[config.mk]
export PLATFORM = sky130hd
export DESIGN_NAME = vga_sync_gen
export DESIGN_NICKNAME = d
export VERILOG_FILES = /design/src/rtl/vga_sync_gen.sv
export SDC_FILE = /design/constraint.sdc
export NUM_CORES = 1
export LEC_CHECK = 0
export BUFFER_PORTS_ARGS = -buffer_cell sky130_fd_sc_hd__buf_4
export CAP_MARGIN = 20
export CORE_ASPECT_RATIO = 0.6
export CORE_MARGIN = 10
export CORE_UTILIZATION = 30
export DETAILED_ROUTE_END_ITERATION = 6
export GPL_ROUTABILITY_DRIVEN = 0
export GPL_TIMING_DRIVEN = 1
export PLACE_DENSITY = 0.53
export SETUP_SLACK_MARGIN = 0.5
export SYNTH_ARGS = -nofsm -noshare
export SYNTH_HDL_FRONTEND = slang
export SYNTH_SLANG_ARGS = --single-unit
[constraint.sdc]
create_clock -name clock -period 2.8 [get_ports clock]
set_clock_uncertainty 0.05 [all_clocks]
set_input_delay 0.42 -clock clock [delete_from_list [all_inputs] [get_ports clock]]
set_output_delay 0.42 -clock clock [all_outputs]
set_load 0.05 [all_outputs]
[src/rtl/vga_sync_gen.sv]
// Free-running VGA timing generator (800x600 default): registered hsync/vsync, position, visible and start pulses.
// Optional frame counter output is enabled by defining VGA_FRAME_CNT_EN.
module vga_sync_gen #(
    parameter int unsigned HOR_Visible_Area = 800,
    parameter int unsigned HOR_Front_porch  = 40,
    parameter int unsigned HOR_Sync_pulse   = 128,
    parameter int unsigned HOR_Back_porch   = 88,
    parameter int unsigned HOR_TOTAL        = 1056,
    parameter int unsigned VER_Visible_Area = 600,
    parameter int unsigned VER_Front_porch  = 1,
    parameter int unsigned VER_Sync_pulse   = 4,
    parameter int unsigned VER_Back_porch   = 23,
    parameter int unsigned VER_TOTAL        = 628
) (
    input  logic        clock,
    input  logic        reset,
    input  logic        enable,
    output logic        hsync,
    output logic        vsync,
    output logic [11:0] display_col,
    output logic [10:0] display_row,
    output logic        visible,
    output logic        line_start,
    output logic        frame_start
`ifdef VGA_FRAME_CNT_EN
    ,
    output logic [15:0] frame_count
`endif
);

    typedef enum logic [1:0] {H_ACTIVE, H_FRONT, H_SYNC, H_BACK} h_state_t;
    typedef enum logic [1:0] {V_ACTIVE, V_FRONT, V_SYNC, V_BACK} v_state_t;

    localparam int unsigned H_SUM = HOR_Visible_Area + HOR_Front_porch + HOR_Sync_pulse + HOR_Back_porch;
    localparam int unsigned V_SUM = VER_Visible_Area + VER_Front_porch + VER_Sync_pulse + VER_Back_porch;

    // Last position is bounded by both the declared total and the porch sum.
    localparam logic [11:0] H_LAST     = 12'(((HOR_TOTAL < H_SUM) ? HOR_TOTAL : H_SUM) - 1);
    localparam logic [11:0] H_FP_START = 12'(HOR_Visible_Area);
    localparam logic [11:0] H_SY_START = 12'(HOR_Visible_Area + HOR_Front_porch);
    localparam logic [11:0] H_BP_START = 12'(HOR_Visible_Area + HOR_Front_porch + HOR_Sync_pulse);
    localparam logic [10:0] V_LAST     = 11'(((VER_TOTAL < V_SUM) ? VER_TOTAL : V_SUM) - 1);
    localparam logic [10:0] V_FP_START = 11'(VER_Visible_Area);
    localparam logic [10:0] V_SY_START = 11'(VER_Visible_Area + VER_Front_porch);
    localparam logic [10:0] V_BP_START = 11'(VER_Visible_Area + VER_Front_porch + VER_Sync_pulse);

    h_state_t    h_state, h_nx;
    v_state_t    v_state, v_nx;
    logic [11:0] col_nx;
    logic [10:0] row_nx;
    logic        hsync_nx, vsync_nx, visible_nx, ls_nx, fs_nx;
    logic        col_wrap, row_wrap;

    // An out-of-range row also forces the column to wrap, so the frame restarts at (0,0).
    assign row_wrap = (display_row >= V_LAST);
    assign col_wrap = (display_col >= H_LAST) || (display_row > V_LAST);

    always_ff @(posedge clock or posedge reset) begin
        if (reset) begin
            display_col <= H_LAST;
            display_row <= V_LAST;
            h_state     <= H_BACK;
            v_state     <= V_BACK;
            hsync       <= 1'b0;
            vsync       <= 1'b0;
            visible     <= 1'b0;
            line_start  <= 1'b0;
            frame_start <= 1'b0;
        end else begin
            display_col <= col_nx;
            display_row <= row_nx;
            h_state     <= h_nx;
            v_state     <= v_nx;
            hsync       <= hsync_nx;
            vsync       <= vsync_nx;
            visible     <= visible_nx;
            line_start  <= ls_nx;
            frame_start <= fs_nx;
        end
    end

    // Phases are decoded from the position being loaded so sync/visible share its edge.
    always_comb begin
        col_nx     = display_col;
        row_nx     = display_row;
        h_nx       = h_state;
        v_nx       = v_state;
        hsync_nx   = hsync;
        vsync_nx   = vsync;
        visible_nx = visible;
        ls_nx      = 1'b0;
        fs_nx      = 1'b0;
        if (enable) begin
            if (col_wrap) begin
                col_nx = '0;
                ls_nx  = 1'b1;
                if (row_wrap) begin
                    row_nx = '0;
                    fs_nx  = 1'b1;
                end else begin
                    row_nx = display_row + 11'd1;
                end
                if (row_nx < V_FP_START)      v_nx = V_ACTIVE;
                else if (row_nx < V_SY_START) v_nx = V_FRONT;
                else if (row_nx < V_BP_START) v_nx = V_SYNC;
                else                          v_nx = V_BACK;
            end else begin
                col_nx = display_col + 12'd1;
            end
            if (col_nx < H_FP_START)      h_nx = H_ACTIVE;
            else if (col_nx < H_SY_START) h_nx = H_FRONT;
            else if (col_nx < H_BP_START) h_nx = H_SYNC;
            else                          h_nx = H_BACK;
            hsync_nx   = (h_nx == H_SYNC);
            vsync_nx   = (v_nx == V_SYNC);
            visible_nx = (h_nx == H_ACTIVE) && (v_nx == V_ACTIVE);
        end
    end

`ifdef VGA_FRAME_CNT_EN
    always_ff @(posedge clock or posedge reset) begin
        if (reset) begin
            frame_count <= '0;
        end else if (fs_nx) begin
            frame_count <= frame_count + 16'd1;
        end
    end
`endif

endmodule

# After elaboration in Yosys (flattened, before gate mapping)
# Cells that the tools add are included.
# totals
ff_bits	30
in_bits	3
word_cells	45
# classes
n_addsub	2
n_lt_le_gt_ge	9
n_eq_ne	2
mux	19
n_reduce_logical	5
# op_table
operator	count
$lt A12 B10 Y1 const B	3
$lt A11 B10 Y1 const B	3
$mux W11	3
$mux W12	2
$mux W2	7
$add A12 B1 Y12 const B	1
$ge A12 B11 Y1 const B	1
$add A11 B1 Y11 const B	1
$ge A11 B10 Y1 const B	1
$gt A11 B10 Y1 const B	1
$mux W1	7
$eq A2 B2 Y1 const B	2
$logic_not A2 Y1	2
$reduce_and A2 Y1	1
$logic_and A1 B1 Y1	1
$logic_or A1 B1 Y1	1

# Depth between registers and ports, before layout
# Gate-level depths: netlist of run 1.
# depth
word_depth	12
depth_mapped	10
ltp_nobuf	8

# Worst setup path before layout of run 1
# No wires, ideal clock.
# synth_path
path_type	register -> register
from	register display_row[0]
to	register visible
arrival_time_ns	2.701
setup_slack_ns	-0.055
path_stages_with_launch	10
n_path_buf	1
synth_period_minus_slack_ns	2.855
cell_sequence	dfstp_2 > ha_1 > clkbuf_1 > nand3_1 > xnor2_1 > o31ai_1 > mux2i_1 > o22ai_1 > mux2_4 > o41ai_2
# synth_via
elab_chain_cells	12
word_cells_on_any_way	27
classes_between	add/sub (1); order compare (8); mux (14); reduce/logical (4)
# synth_lines
item	line_no	source
start, declared	21	output logic [10:0] display_row,
start signal, assigned	71	display_row <= row_nx;
$add A11 B1 Y11 / $ge A11 B10 Y1 (equally long branches)	101, 55	
$mux W11	97	if (row_wrap) begin
$mux W11	94	if (col_wrap) begin
$mux W11	93	if (enable) begin
$lt A11 B10 Y1	105	else if (row_nx < V_BP_START) v_nx = V_SYNC;
$mux W1	105	
$mux W2	104	else if (row_nx < V_SY_START) v_nx = V_FRONT;
$mux W2	103	if (row_nx < V_FP_START) v_nx = V_ACTIVE;
$mux W2	94	
$mux W2	93	
$logic_not A2 Y1	116	visible_nx = (h_nx == H_ACTIVE) && (v_nx == V_ACTIVE);
$logic_and A1 B1 Y1 *	116	
end signal, assigned	76	visible <= visible_nx;
end, declared	22	output logic visible,
# Every way passes the cells marked *; elsewhere a longest branch is shown, timed or not. The select of a mux whose other input is x is not followed.
# A chain may end at the register's enable or synchronous reset.

# Worst setup path in the final report of run 1
# Ends and elaborated chain as after synthesis.

==> summary.txt, run 1 <==
OUTCOME
-------------------------------------------------------------------------------------
Status .................................................................    completed

FINISH
-------------------------------------------------------------------------------------
Top library cells by usage in the layout, fill and taps aside .......... 56 x sky130_fd_sc_hd__buf_4, 28 x sky130_fd_sc_hd__nand2_1, 21 x sky130_fd_sc_hd__o21ai_0
Number of antenna cells inserted .......................................            0
Number of nets in the finished design ..................................          282
Commonest non-fill, non-tap cell in the layout ......................... sky130_fd_sc_hd__buf_4
Post-synthesis to final-layout area growth .............................        35.5%
Final design instance area without fill ................................   2640 sq um
Fraction of layout cells with a size suffix above 1 ....................        39.6%

DIE
-------------------------------------------------------------------------------------
Overall die height .....................................................      82.5 um
DIE AREA ...............................................................  10200 sq um
Placeable core region ..................................................   6220 sq um
Initial core utilization ...............................................        31.4%
Standard-cell row count ................................................           22
Die X ..................................................................       124 um
Top-Level Pins .........................................................           31

DRT
-------------------------------------------------------------------------------------
DRT Wirelength .........................................................      5980 um
Per-cell routed wire length ............................................      16.5 um
DRC violations left ....................................................            0
Initial DRC count ......................................................          109
Antenna violation net count after detailed routing .....................            0
Drt first pass iters ...................................................            4
Via-to-Cell Ratio ......................................................         5.25
Total via count after detailed routing .................................         1902

PLACE
-------------------------------------------------------------------------------------
Post-detailed-placement half-perimeter wirelength ......................      4210 um
Number of input and output port buffers inserted .......................           30
Cell area after placement ..............................................   2370 sq um

GLOBAL ROUTING
-------------------------------------------------------------------------------------
Via count of the first global-routing pass .............................         1756
Number of antenna violations at the first check in global routing ......            0
Largest net degree at the start of global routing ......................           31
Wire length of the first global-routing pass ...........................      9540 um
Gr ovfl total ..........................................................            0
Global-route usage over all layers .....................................        11.8%

SETUP PATH
-------------------------------------------------------------------------------------
Origin of the critical flop-to-flop path ............................... display_row[0]$_DFFE_PP1P_
Kind of end point of the critical path .................................     register
Worst reg2reg path endpoint ............................................ visible$_DFFE_PP0P_
Number of cells on the worst reg-to-reg path ...........................            8
Critical path type .....................................................   reg -> reg
Worst EP arrival .......................................................      2610 ps
CP Launch Type .........................................................     register
Max FO, Critical Path ..................................................            5
Required time of the worst setup path ..................................      2930 ps
Minimum setup slack among reg-to-reg paths .............................       330 ps

SYNTHESIS
-------------------------------------------------------------------------------------
Post-synthesis register bit count ......................................           30
Cells after synthesis ..................................................          229
Number of warnings reported in the yosys synthesis log .................            0
Synth Flop Type ........................................................ sky130_fd_sc_hd__dfrtp_1
Main combinational cell family by area after synthesis ................. simple AND/OR/NAND/NOR gates
XOR/XNOR Fraction of Synth Area ........................................        2.69%
Syn_area_per_cell ......................................................   8.52 sq um
Compound-cell area share of the yosys netlist ..........................        23.9%
Cell Area, Synth .......................................................   1950 sq um
Area share of fa/ha/maj cells after synthesis ..........................        1.28%
Count of cell types in the netlist .....................................           52
Post-synthesis net count ...............................................          234
Async S/R FF share, synth ..............................................         100%
Number of synthesized flops with an enable pin .........................            0
Post-synthesis share of cell area spent on and, or, nand and nor gates .        24.5%
Proportion of synthesized chip area in sequential cells ................        39.4%
Fraction of synthesized area in multiplexers ...........................        3.46%

CLOCKING
-------------------------------------------------------------------------------------
Number of sinks driven by the clock tree ...............................           30
Buffer cell driving the clock tree root ................................ sky130_fd_sc_hd__clkbuf_8
Clock latency of the later-clocked register in the worst-skew pair .....       290 ps
Clk slew on worst S/H paths ............................................        70 ps
H-tree depth ...........................................................            2
Number of buffers created by CTS .......................................            5
CTS tree ...............................................................         done
Longest Clk Path Bufs ..................................................            2

STA
-------------------------------------------------------------------------------------
Highest clock frequency the design can meet ............................      404 MHz
Max-slew violations ....................................................            0
# setup viols final ....................................................            0
Share of the clock period used by the worst path .......................        88.4%
Unrepaired setup endpoints after global routing ........................          yes
Number of hold violations in the final report ..........................            0
Worst slew margin ......................................................        73.1%
Fin Setup TNS ..........................................................         0 ps
Tightest Pin Transition ................................................       403 ps
Post-layout minimum cycle time .........................................      2470 ps

PWR
-------------------------------------------------------------------------------------
Power Density ..........................................................  892 nW/um^2
Largest vdd supply drop ................................................       470 uV
Leakage dissipation ....................................................   0.00111 uW

FLOW RUN
-------------------------------------------------------------------------------------
Number of max-cap violations ...........................................            0

WORST HOLD PATH
-------------------------------------------------------------------------------------
Min-Delay Path Class ...................................................  in -> async

kinds of logic (layout without fill, tap and decap cells):
group                      Yosys count  after routing
and+or+nand+nor                     93             93
DFF                                 30             30
xor gates and xnor gates             6              6
adders and majority gates            2              2
buffers and inverters               22             71
muxes                                6              6
AOI/OAI and AO/OA                   70             70
power breakdown:
part	leakage [uW]	switching, uW	total (uW)	internal (uW)
combinational	0.000706	758	1250	488
sequential	0.000356	169	770	601
clock	0.0000450	170	342	172
critical path, stage by stage, from the launching register on:
cell                       delay, ps
sky130_fd_sc_hd__dfstp_4         650
sky130_fd_sc_hd__ha_4            180
sky130_fd_sc_hd__nand3_4         120
sky130_fd_sc_hd__xnor2_2         190
sky130_fd_sc_hd__o31ai_4         280
sky130_fd_sc_hd__mux2i_2         280
sky130_fd_sc_hd__o221ai_1        140
sky130_fd_sc_hd__o21a_1          160
sky130_fd_sc_hd__o41ai_2         330
timing repair:
item,in CTS,in global routing
resized for setup,5,12
hold buffers,0,0
pin swaps,5,4
buffers inserted,12,5
setup endpoints to repair,13,20
Yosys cell counts (2+ instances only):
| library cell | number | area [sq um] |
|---|---|---|
| sky130_fd_sc_hd__nand2_1 | 30 | 113 |
| sky130_fd_sc_hd__o21ai_0 | 24 | 120 |
| sky130_fd_sc_hd__dfrtp_1 | 16 | 400 |
| sky130_fd_sc_hd__dfstp_2 | 14 | 368 |
| sky130_fd_sc_hd__nand3_1 | 12 | 60.1 |
| sky130_fd_sc_hd__nor2_1 | 12 | 45.0 |
| sky130_fd_sc_hd__a21oi_1 | 11 | 55.1 |
| sky130_fd_sc_hd__clkbuf_1 | 11 | 41.3 |
| sky130_fd_sc_hd__o31ai_1 | 10 | 75.1 |
| sky130_fd_sc_hd__nor3_1 | 7 | 35.0 |
| sky130_fd_sc_hd__inv_1 | 6 | 22.5 |
| sky130_fd_sc_hd__nand4_1 | 5 | 31.3 |
| sky130_fd_sc_hd__nor2b_1 | 5 | 31.3 |
| sky130_fd_sc_hd__or3_1 | 5 | 31.3 |
| sky130_fd_sc_hd__and3_1 | 4 | 25.0 |
| sky130_fd_sc_hd__xnor2_1 | 4 | 35.0 |
| sky130_fd_sc_hd__a21o_1 | 3 | 22.5 |
| sky130_fd_sc_hd__and2_1 | 3 | 18.8 |
| sky130_fd_sc_hd__buf_2 | 3 | 15.0 |
| sky130_fd_sc_hd__mux2i_1 | 3 | 30.0 |
| sky130_fd_sc_hd__or4_1 | 3 | 22.5 |
| sky130_fd_sc_hd__a22oi_1 | 2 | 15.0 |
| sky130_fd_sc_hd__a31oi_1 | 2 | 12.5 |
| sky130_fd_sc_hd__ha_1 | 2 | 25.0 |
| sky130_fd_sc_hd__mux2_2 | 2 | 22.5 |
| sky130_fd_sc_hd__o22ai_1 | 2 | 12.5 |
| sky130_fd_sc_hd__o2bb2ai_1 | 2 | 17.5 |
| sky130_fd_sc_hd__xor2_1 | 2 | 17.5 |
final cells by class:
type | count | area [sq um]
sequential | 30 | 782
timing repair buffer | 56 | 420
multi-input combinational | 177 | 1230
inverter | 7 | 26.3
tap | 84 | 105
fill | 634 | 3580
clock buffer | 6 | 72.6
clock inverter | 2 | 10.0
routing by layer:
metal	GRT usage (%)	part of all wire [%]	up-vias
li1	-	-	937
met1	18.5	55	903
met2	14.2	37	57
met3	3.52	7.2	5
met4	4.00	1.1	0
met5	0	0	-
sequential cells by signal, indices dropped and copies added, names as in the netlist:
signal,count
display_col,12
display_row,11
frame_start,1
hsync,1
line_start,1
v_state,2
visible,1
vsync,1
through the flow:
| stage | setup WS (ps) | hold slack, ps | instances | total power, uW | util, % |
|---|---|---|---|---|---|
| 2_1_floorplan | 311 | 450 | 229 | 1580 | - |
| 3_3_place_gp | 251 | 453 | 337 | 1880 | 38.0 |
| 3_5_place_dp | 202 | 444 | 337 | 1870 | 38.0 |
| 4_1_cts | 316 | 184 | 357 | 2290 | 41.2 |
| 5_1_grt | 206 | 197 | 362 | 2500 | 42.5 |
| 6_report | 325 | 174 | 362 | 2360 | 42.5 |
how the worst max path moves through the flow:
stage,startpoint,end,slack (ps),depth (start not counted)
after global routing,display_row[1]$_DFFE_PP1P_,visible$_DFFE_PP0P_,210,9
final,display_row[0]$_DFFE_PP1P_,visible$_DFFE_PP0P_,330,8
after global placement,display_row[0]$_DFFE_PP1P_,visible$_DFFE_PP0P_,250,7
after floorplan,display_row[5]$_DFFE_PP1P_,vsync$_DFFE_PP0P_,310,8
after detailed placement,display_row[1]$_DFFE_PP1P_,visible$_DFFE_PP0P_,200,7
after CTS,display_row[0]$_DFFE_PP1P_,visible$_DFFE_PP0P_,320,8
No activity file was read; power rests on OpenSTA's default activity.
==> inputs of run 2 (changes only) <==
--- a/config.mk
+++ b/config.mk
@@ -10,6 +10,7 @@
 export CORE_ASPECT_RATIO = 0.6
 export CORE_MARGIN = 10
 export CORE_UTILIZATION = 30
+export CTS_BUF_LIST = sky130_fd_sc_hd__clkbuf_16
 export DETAILED_ROUTE_END_ITERATION = 6
 export GPL_ROUTABILITY_DRIVEN = 0
 export GPL_TIMING_DRIVEN = 1
==> run 2 against run 1 <==
- global-route usage up 0.057 points
- die area unchanged
- sequential share of layout area down 0.54 points
- power up 6.3%
- wire length down 1.4%
- combinational power about the same
- maximum frequency up 0.18%
- non-clock buffer count down 1
- critical endpoint unchanged
- highest routed layer unchanged
==> summary.txt, run 2 (synthesis gave the netlist of run 1 again) <==
GLOBAL ROUTING
---------------------------------------------------------------------------------
Number of antenna violations at the first check in global routing ..            0
Global-route usage over all layers .................................        11.9%
Via count of the first global-routing pass .........................         1747
Wire length of the first global-routing pass .......................      9540 um
Largest net degree at the start of global routing ..................           31
Gr ovfl total ......................................................            0

SETUP PATH
---------------------------------------------------------------------------------
Minimum setup slack among reg-to-reg paths .........................       330 ps
Kind of end point of the critical path .............................     register
Worst reg2reg path endpoint ........................................ visible$_DFFE_PP0P_
Max FO, Critical Path ..............................................            5
Total stage count of the critical path .............................            8
Worst setup path startpoint ........................................ display_row[0]$_DFFE_PP1P_
Number of cells on the worst reg-to-reg path .......................            8
Required time of the worst setup path ..............................      2920 ps
Family with the most delay on the worst path ....................... compound AO/OA/AOI/OAI gates
Worst setup path end ............................................... visible$_DFFE_PP0P_
Origin of the critical flop-to-flop path ........................... display_row[0]$_DFFE_PP1P_
Critical Path Max Stage Delay ......................................       640 ps
Worst EP arrival ...................................................      2590 ps
CP Launch Type .....................................................     register
List of cells traversed by the critical path ....................... ha_4 -> nand3_4 -> xnor2_2 -> o31ai_4 -> mux2i_2 -> o221ai_1 -> o21a_1 -> o41ai_2
Cell type of the slowest stage on the worst timing path ............ sky130_fd_sc_hd__dfstp_4
Worst path bufs/invs ...............................................            0
Critical path type .................................................   reg -> reg

CLOCKING
---------------------------------------------------------------------------------
Clk slew on worst S/H paths ........................................        50 ps
CTS tree ...........................................................         done
Clock latency of the later-clocked register in the worst-skew pair .       280 ps
Buffer cell driving the clock tree root ............................ sky130_fd_sc_hd__clkbuf_16
H-tree depth .......................................................            2
Number of buffers created by CTS ...................................            5
Hold-fix buffer count after cts ....................................            0
Longest Clk Path Bufs ..............................................            2
Number of sinks driven by the clock tree ...........................           30

DIE
---------------------------------------------------------------------------------
DIE AREA ...........................................................  10200 sq um
Top-Level Pins .....................................................           31
Initial core utilization ...........................................        31.4%
Placeable core region ..............................................   6220 sq um
Die X ..............................................................       124 um
Standard-cell row count ............................................           22
Overall die height .................................................      82.5 um

FLOW RUN
---------------------------------------------------------------------------------
Number of max-cap violations .......................................            0

OUTCOME
---------------------------------------------------------------------------------
Status .............................................................    completed

FINISH
---------------------------------------------------------------------------------
Post-synthesis to final-layout area growth .........................        38.0%
Fraction of layout cells with a size suffix above 1 ................        39.4%
Number of nets in the finished design ..............................          281
Commonest non-fill, non-tap cell in the layout ..................... sky130_fd_sc_hd__buf_4
Largest registers .................................................. display_col x12, display_row x11, v_state x2
Number of antenna cells inserted ...................................            0
Register containing the most flip-flops in the final layout ........  display_col
Top library cells by usage in the layout, fill and taps aside ...... 55 x sky130_fd_sc_hd__buf_4, 28 x sky130_fd_sc_hd__nand2_1, 22 x sky130_fd_sc_hd__o21ai_0
Number of flip-flops under the largest register name ...............           12
Post-layout utilization of the core ................................        43.3%

DRT
---------------------------------------------------------------------------------
Total via count after detailed routing .............................         1875
Initial DRC count ..................................................          130
Via-to-Cell Ratio ..................................................         5.19
DRT Wirelength .....................................................      5900 um
Antenna violation net count after detailed routing .................            0
Per-cell routed wire length ........................................      16.3 um
Drt first pass iters ...............................................            4
DRC violations left ................................................            0

STA
---------------------------------------------------------------------------------
Tightest Pin Transition ............................................       401 ps
Worst Hold Slack ...................................................       185 ps
Number of hold violations in the final report ......................            0
Share of the clock period used by the worst path ...................        88.2%
Post-layout minimum cycle time .....................................      2470 ps
# setup viols final ................................................            0
Max-slew violations ................................................            0
Unrepaired setup endpoints after global routing ....................          yes
Highest clock frequency the design can meet ........................      405 MHz
Fin Setup TNS ......................................................         0 ps
Worst slew margin ..................................................        73.3%
Least setup slack across all paths after layout ....................       330 ps

PWR
---------------------------------------------------------------------------------
Power Density ......................................................  931 nW/um^2
Power consumption ..................................................      2510 uW
Leakage dissipation ................................................   0.00113 uW
Largest vdd supply drop ............................................       452 uV

PLACE
---------------------------------------------------------------------------------
Post-detailed-placement half-perimeter wirelength ..................      4210 um
Post-Place Worst Slack .............................................       202 ps
Number of input and output port buffers inserted ...................           30

WORST HOLD PATH
---------------------------------------------------------------------------------
Min-Delay Path Class ...............................................  in -> async

-- run 2: cell types whose count changed in the layout (fill, tap and decap cells not counted), sizes merged --
| cell | previous run | this run |
|---|---|---|
| buf | 56 | 55 |
| clkbuf | 6 | 5 |
| inv | 6 | 7 |
-- run 2: metrics by stage --
step	cells	area, sq um
floorplan	229	2070
global placement	337	2370
detailed placement	337	2370
CTS	357	2620
global route	361	2690
finish	361	2690
-- run 2: final cells by class --
cell class | instances | area (sq um)
Timing Repair Buffer | 55 | 413
Fill cell | 624 | 3530
Tap cell | 84 | 105
Sequential cell | 30 | 782
Clock inverter | 3 | 13.8
Inverter | 7 | 26.3
Clock buffer | 5 | 125
Multi-Input combinational cell | 177 | 1230
-- run 2: power by group --
part,leakage (uW),switching (uW),internal (uW)
registers,0.000356,171,602
logic,0.000701,749,480
clock network,0.0000748,184,322
total,0.00113,1100,1400
-- run 2: worst min path at each step --
stage	slack [ps]	to	from
4_1_cts	200	line_start$_DFF_PP0_	reset
3_3_place_gp	450	visible$_DFFE_PP0P_	visible$_DFFE_PP0P_
5_1_grt	220	display_col[9]$_DFFE_PP0P_	reset
3_5_place_dp	440	visible$_DFFE_PP0P_	visible$_DFFE_PP0P_
6_report	190	display_col[7]$_DFFE_PP0P_	reset
2_1_floorplan	450	display_col[11]$_DFFE_PP0P_	reset
-- run 2: per-layer routing --
metal,GRT usage [%],part of all wire (%)
met2,14.1,37
met5,0,0
met4,4.46,1.3
met1,18.6,55
met3,3.52,7.1
-- run 2: tightest hold or removal path, stage by stage --
cell and delay, ps:
sky130_fd_sc_hd__buf_4 110, sky130_fd_sc_hd__inv_1 40, sky130_fd_sc_hd__buf_4 350
-- run 2: what timing repair did --
action | 4_1_cts | 5_1_grt
endpoints found under the setup margin | 12 | 20
pin swaps | 6 | 3
setup buffers | 12 | 4
cloned | 0 | 0
resized for setup | 5 | 11
